<file path="src/rtl/pipeline_stall_ctrl.sv">
// Central pipeline control for the 5-stage core: arbitrates memory stalls, redirects,
// data hazards and HALT into per-stage write enables, flushes and bubbles.
module pipeline_stall_ctrl #(
  parameter int FLUSH_DEPTH = 1,
  parameter int MAX_DSTALL  = 3
) (
  input  logic        clk,
  input  logic        rst,
  input  logic        hazard,
  input  logic        branch_taken,
  input  logic        mem_busy,
  input  logic        halt_decode,
  output logic        pc_we,
  output logic        if_id_we,
  output logic        if_id_flush,
  output logic        id_ex_bubble,
  output logic        ex_mem_we,
  output logic        mem_wb_we,
  output logic        halted,
  output logic        stall_err,
  output logic [15:0] stall_cycles
);

  localparam logic [1:0] RUN    = 2'd0;
  localparam logic [1:0] DSTALL = 2'd1;
  localparam logic [1:0] FLUSH  = 2'd2;
  localparam logic [1:0] HALT   = 2'd3;

  localparam logic [2:0] FLUSH_RELOAD = 3'(FLUSH_DEPTH - 1);
  localparam logic [3:0] DSTALL_LIMIT = 4'(MAX_DSTALL);

  logic [1:0] state, state_nxt;
  logic [2:0] flush_cnt, flush_cnt_nxt;
  logic [3:0] dstall_cnt, dstall_cnt_nxt;
  logic       err_set;

  always_comb begin
    state_nxt      = state;
    flush_cnt_nxt  = flush_cnt;
    dstall_cnt_nxt = dstall_cnt;
    err_set        = 1'b0;
    pc_we          = 1'b1;
    if_id_we       = 1'b1;
    if_id_flush    = 1'b0;
    id_ex_bubble   = 1'b0;
    ex_mem_we      = 1'b1;
    mem_wb_we      = 1'b1;

    if (!rst) begin
      pc_we        = 1'b0;
      if_id_we     = 1'b0;
      ex_mem_we    = 1'b0;
      mem_wb_we    = 1'b0;
      id_ex_bubble = 1'b1;
    end else if (state == HALT) begin
      // Older instructions keep draining; nothing new enters the pipe.
      pc_we        = 1'b0;
      if_id_we     = 1'b0;
      id_ex_bubble = 1'b1;
    end else if (mem_busy) begin
      pc_we     = 1'b0;
      if_id_we  = 1'b0;
      ex_mem_we = 1'b0;
      mem_wb_we = 1'b0;
    end else if (branch_taken) begin
      if_id_flush    = 1'b1;
      id_ex_bubble   = 1'b1;
      dstall_cnt_nxt = 4'd0;
      if (FLUSH_DEPTH > 1) begin
        state_nxt     = FLUSH;
        flush_cnt_nxt = FLUSH_RELOAD;
      end else begin
        state_nxt     = RUN;
        flush_cnt_nxt = 3'd0;
      end
    end else if (state == FLUSH) begin
      if_id_flush  = 1'b1;
      id_ex_bubble = 1'b1;
      if (flush_cnt <= 3'd1) begin
        state_nxt     = RUN;
        flush_cnt_nxt = 3'd0;
      end else begin
        flush_cnt_nxt = flush_cnt - 3'd1;
      end
    end else if (hazard) begin
      pc_we          = 1'b0;
      if_id_we       = 1'b0;
      id_ex_bubble   = 1'b1;
      state_nxt      = DSTALL;
      dstall_cnt_nxt = (dstall_cnt == 4'd15) ? 4'd15 : dstall_cnt + 4'd1;
      err_set        = (dstall_cnt == DSTALL_LIMIT);
    end else begin
      dstall_cnt_nxt = 4'd0;
      state_nxt      = halt_decode ? HALT : RUN;
    end
  end

  always_ff @(posedge clk or negedge rst) begin
    if (!rst) begin
      state        <= RUN;
      flush_cnt    <= 3'd0;
      dstall_cnt   <= 4'd0;
      halted       <= 1'b0;
      stall_err    <= 1'b0;
      stall_cycles <= 16'd0;
    end else begin
      state      <= state_nxt;
      flush_cnt  <= flush_cnt_nxt;
      dstall_cnt <= dstall_cnt_nxt;
      halted     <= (state_nxt == HALT);
      if (err_set)
        stall_err <= 1'b1;
      // HALT freezes the PC by design, so it is not counted as a stall.
      if (state != HALT && !pc_we && stall_cycles != 16'hFFFF)
        stall_cycles <= stall_cycles + 16'd1;
    end
  end

endmodule

</file>
<file path="config.mk">
export PLATFORM = sky130hd
export DESIGN_NAME = pipeline_stall_ctrl
export DESIGN_NICKNAME = d
export VERILOG_FILES = /design/src/rtl/pipeline_stall_ctrl.sv
export SDC_FILE = /design/constraint.sdc
export NUM_CORES = 1
export LEC_CHECK = 0
export CAP_MARGIN = 20
export CORE_MARGIN = 2
export CORE_UTILIZATION = 53
export CTS_BUF_LIST = sky130_fd_sc_hd__clkbuf_4 sky130_fd_sc_hd__clkbuf_8
export CTS_CLUSTER_SIZE = 24
export DETAILED_ROUTE_END_ITERATION = 8
export HOLD_SLACK_MARGIN = 0.05
export PLACE_DENSITY = 0.84
export SLEW_MARGIN = 20
export SYNTH_ARGS = -nofsm -noshare
export SYNTH_HDL_FRONTEND = slang
export SYNTH_SLANG_ARGS = --single-unit
</file>
<file path="constraint.sdc">
create_clock -name clk -period 2 [get_ports clk]
set_input_delay 0.4 -clock clk [delete_from_list [all_inputs] [get_ports clk]]
set_output_delay 0.4 -clock clk [all_outputs]
set_load 0.02 [all_outputs]
</file>
==> results_dict.tcl <==
set metrics [dict create \
    status "finished, final reports clean" \
    p_clk_share_pct 12.1 \
    syn_area_sq_um 1520 \
    cts_root_buffer "clkbuf_4" \
    crit_required_ns 1.60 \
    die_area_sq_um 3320 \
    ys_ff_latch 27 \
    syn_area_per_cell_sq_um 10.0 \
    ys.warnings.count 0 \
    skew_ns 0.00248 \
    worst_ir_drop_vdd_mv 0.924 \
    vias 1288 \
    antenna_left 0 \
    netlist_instances 152 \
    p_per_area_nw_per_um2 1050 \
    synth_top_area_cell "dfrtp_1" \
    track_usage_pct 21.6 \
    p_comb_share_pct 45.4 \
    maxCapViolCount 0 \
    drv_slew 0 \
    synthArstFlopShare_pct 100 \
    grt_max_degree 22 \
    drt_pass1_iterations 4 \
    worst-slew-pin-transition_ns 0.566 \
    clk_path_buf_depth 2 \
    grt_pass1_vias 1252 \
    finalSetupViolCount 0 \
    synth.top_cell.area_share_pct 44.3 \
    p_int_uw 1240 \
    cts_hold_repair.buffers 0 \
    r2r.worst_path.cells 5 \
    routed_wl_microns 3260 \
    crit_path_start_kind "input port" \
    antenna_found_initial 0 \
    relSlewSlack_pct 62.3 \
    power_frac_seq_pct 42.5 \
    ioPinCount 30 \
    yosysSeqAreaShare_pct 44.3 \
    grt_overflow 0 \
    start_util_pct 55.7 \
    htreeDepth 1 \
    switching_power_uw 818 \
    crit_type "in2out" \
    ys_top_cells_by_area "dfrtp_1 (44%), xor2_1 (8.6%), ha_1 (3.3%)" \
    final_util_pct 71.4 \
    final_nets 204 \
    placeableCoreArea_sq_um 2730 \
    vias_per_cell 5.75 \
    synth_ff_type "dfrtp_1" \
    drc 0 \
    cts_tree "yes" \
    die_h_microns 57.6 \
    num_rows 19 \
    cts_buffers 3 \
    synth_edf_count 0 \
    reg2reg_to "stall_cycles[1]$_DFFE_PN0P_" \
    crit-reg2reg-launch "stall_cycles[1]$_DFFE_PN0P_" \
    max_clock_freq_ghz 0.510 \
    finalWeightedCongestion 0.833 \
    cp-end-kind "output pin" \
    rsz0062_at_grt "true" \
    cp.arrival_ns 1.56 \
    cp_max_fo 8 \
    syn_nets 162 \
    path_clk_slew_ns 0.14 \
    cts_num_sinks 27 \
    finalCriticalPeriod_ns 1.96 \
    hp-class "in2async" \
    insertion_delay_ns 0.32 \
    ys_types 41 \
    fp.dieW_microns 57.6 \
    io_buffer_count 29 \
    grt_pass1_wl_microns 5560 \
    dp.cells 219 \
    p_sw_share_pct 39.8 \
    reg2reg_slack_ns 0.19 \
    wl_per_cell_microns 14.5 \
    dp_hpwl_microns 2370 \
    final_layout_size_suffix_gt1_share_pct 17.6 \
    drt_iter0_markers 54 \
    hold_viol_final 0 \
    finalNonFillerCells 224 \
    diodes 0 \
    fin_crit_sh_pct 98.1 \
    area_growth_pct 28.2 \
    power.leakage_uw 0.000934 \
]
[flip-flops by register name (all words and copies together), names as in the netlist]
register / count
state: 2
stall_err: 1
halted: 1
dstall_cnt: 4
stall_cycles: 16
flush_cnt: 3
[critical path: stages]
cell and delay, ns:
clkdlybuf4s50_1 0.51, buf_4 0.18, and2_1 0.14, dlygate4sd2_1 0.33
[power by group through the flow]
stage / sequential (uW) / clock (uW) / combinational (uW)
2_1_floorplan: 953 / 0 / 462
3_3_place_gp: 878 / 0 / 881
3_5_place_dp: 890 / 0 / 912
4_1_cts: 872 / 255 / 927
5_1_grt: 902 / 277 / 1030
6_report: 875 / 248 / 934
[kinds of logic (layout without fill, tap and decap cells)]
logic type,count (synthesis),count (layout),share of synthesized area (%)
buf+inv,14,55,4.10
simple gates,64,64,25.8
mux,5,5,3.86
fa+ha+maj,4,4,3.28
compound gates,23,23,10.0
xor+xnor,15,15,8.62
flops,27,27,44.3
[cell type report]
class / instances / area, sq um
multi-input cells: 111 / 797
fillers: 216 / 781
flip-flops and latches: 27 / 676
repair buffers: 43 / 382
well taps: 31 / 38.8
clock buffers: 4 / 30.0
inverters: 8 / 30.0
[per-layer routing]
metal / GRT usage, % / share of wire [%] / vias up
li1: - / - / 638
met1: 26.5 / 45 / 609
met2: 38.3 / 49 / 35
met3: 2.46 / 4.2 / 6
met4: 9.63 / 1.8 / 0
met5: 0 / 0 / -
[cell usage after synthesis (all sizes together) (5+ instances only)]
library cell  instances
inv                   8
nor3                  7
nand2                11
xor2                 15
nand2b                5
nor2                  9
a21oi                 7
nand3                 8
nor4                  7
dfrtp                27
buf                   5
nand4                 5
[cell usage in the layout (no fill, tap or decap), types with 5 or more instances in the layout]
master | synthesis | routed
dfrtp_1 | 27 | 27
inv_1 | 8 | 8
clkdlybuf4s50_1 | 0 | 23
a21oi_1 | 7 | 7
nand2_1 | 11 | 11
nor4_1 | 6 | 6
nor2_1 | 8 | 8
buf_4 | 2 | 16
xor2_1 | 15 | 15
nand3_1 | 8 | 8
nor3_1 | 7 | 7
nand2b_1 | 5 | 5
[per-stage QoR]
stage	setup WS (ns)	power, uW	TNS (ns)	area, sq um	hold slack [ns]
after detailed placement	-0.401	1800	-3.82	1920	0.482
after global routing	-0.0213	2210	-0.0695	1950	0.406
after global placement	-0.347	1760	-3.05	1920	0.462
final	0.0375	2060	0	1950	0.413
after CTS	0.0330	2050	0	1940	0.398
after floorplan	0.0816	1410	0	1520	0.104
[timing repair]
action	4_1_cts	5_1_grt
endpoints found under the setup margin	6	6
resized for setup	16	5
buffers inserted	1	0
[how the worst max path moves through the flow]
stage / cells past startpoint / slack, ns / to / from
after CTS: 4 / 0.03 / ex_mem_we / rst
after detailed placement: 5 / -0.40 / if_id_we / rst
final: 4 / 0.04 / ex_mem_we / rst
after floorplan: 4 / 0.08 / pc_we / state[1]$_DFF_PN0_
after global routing: 5 / -0.02 / if_id_we / rst
after global placement: 5 / -0.35 / pc_we / rst
Note: power is estimated with default switching activity, not from simulation.
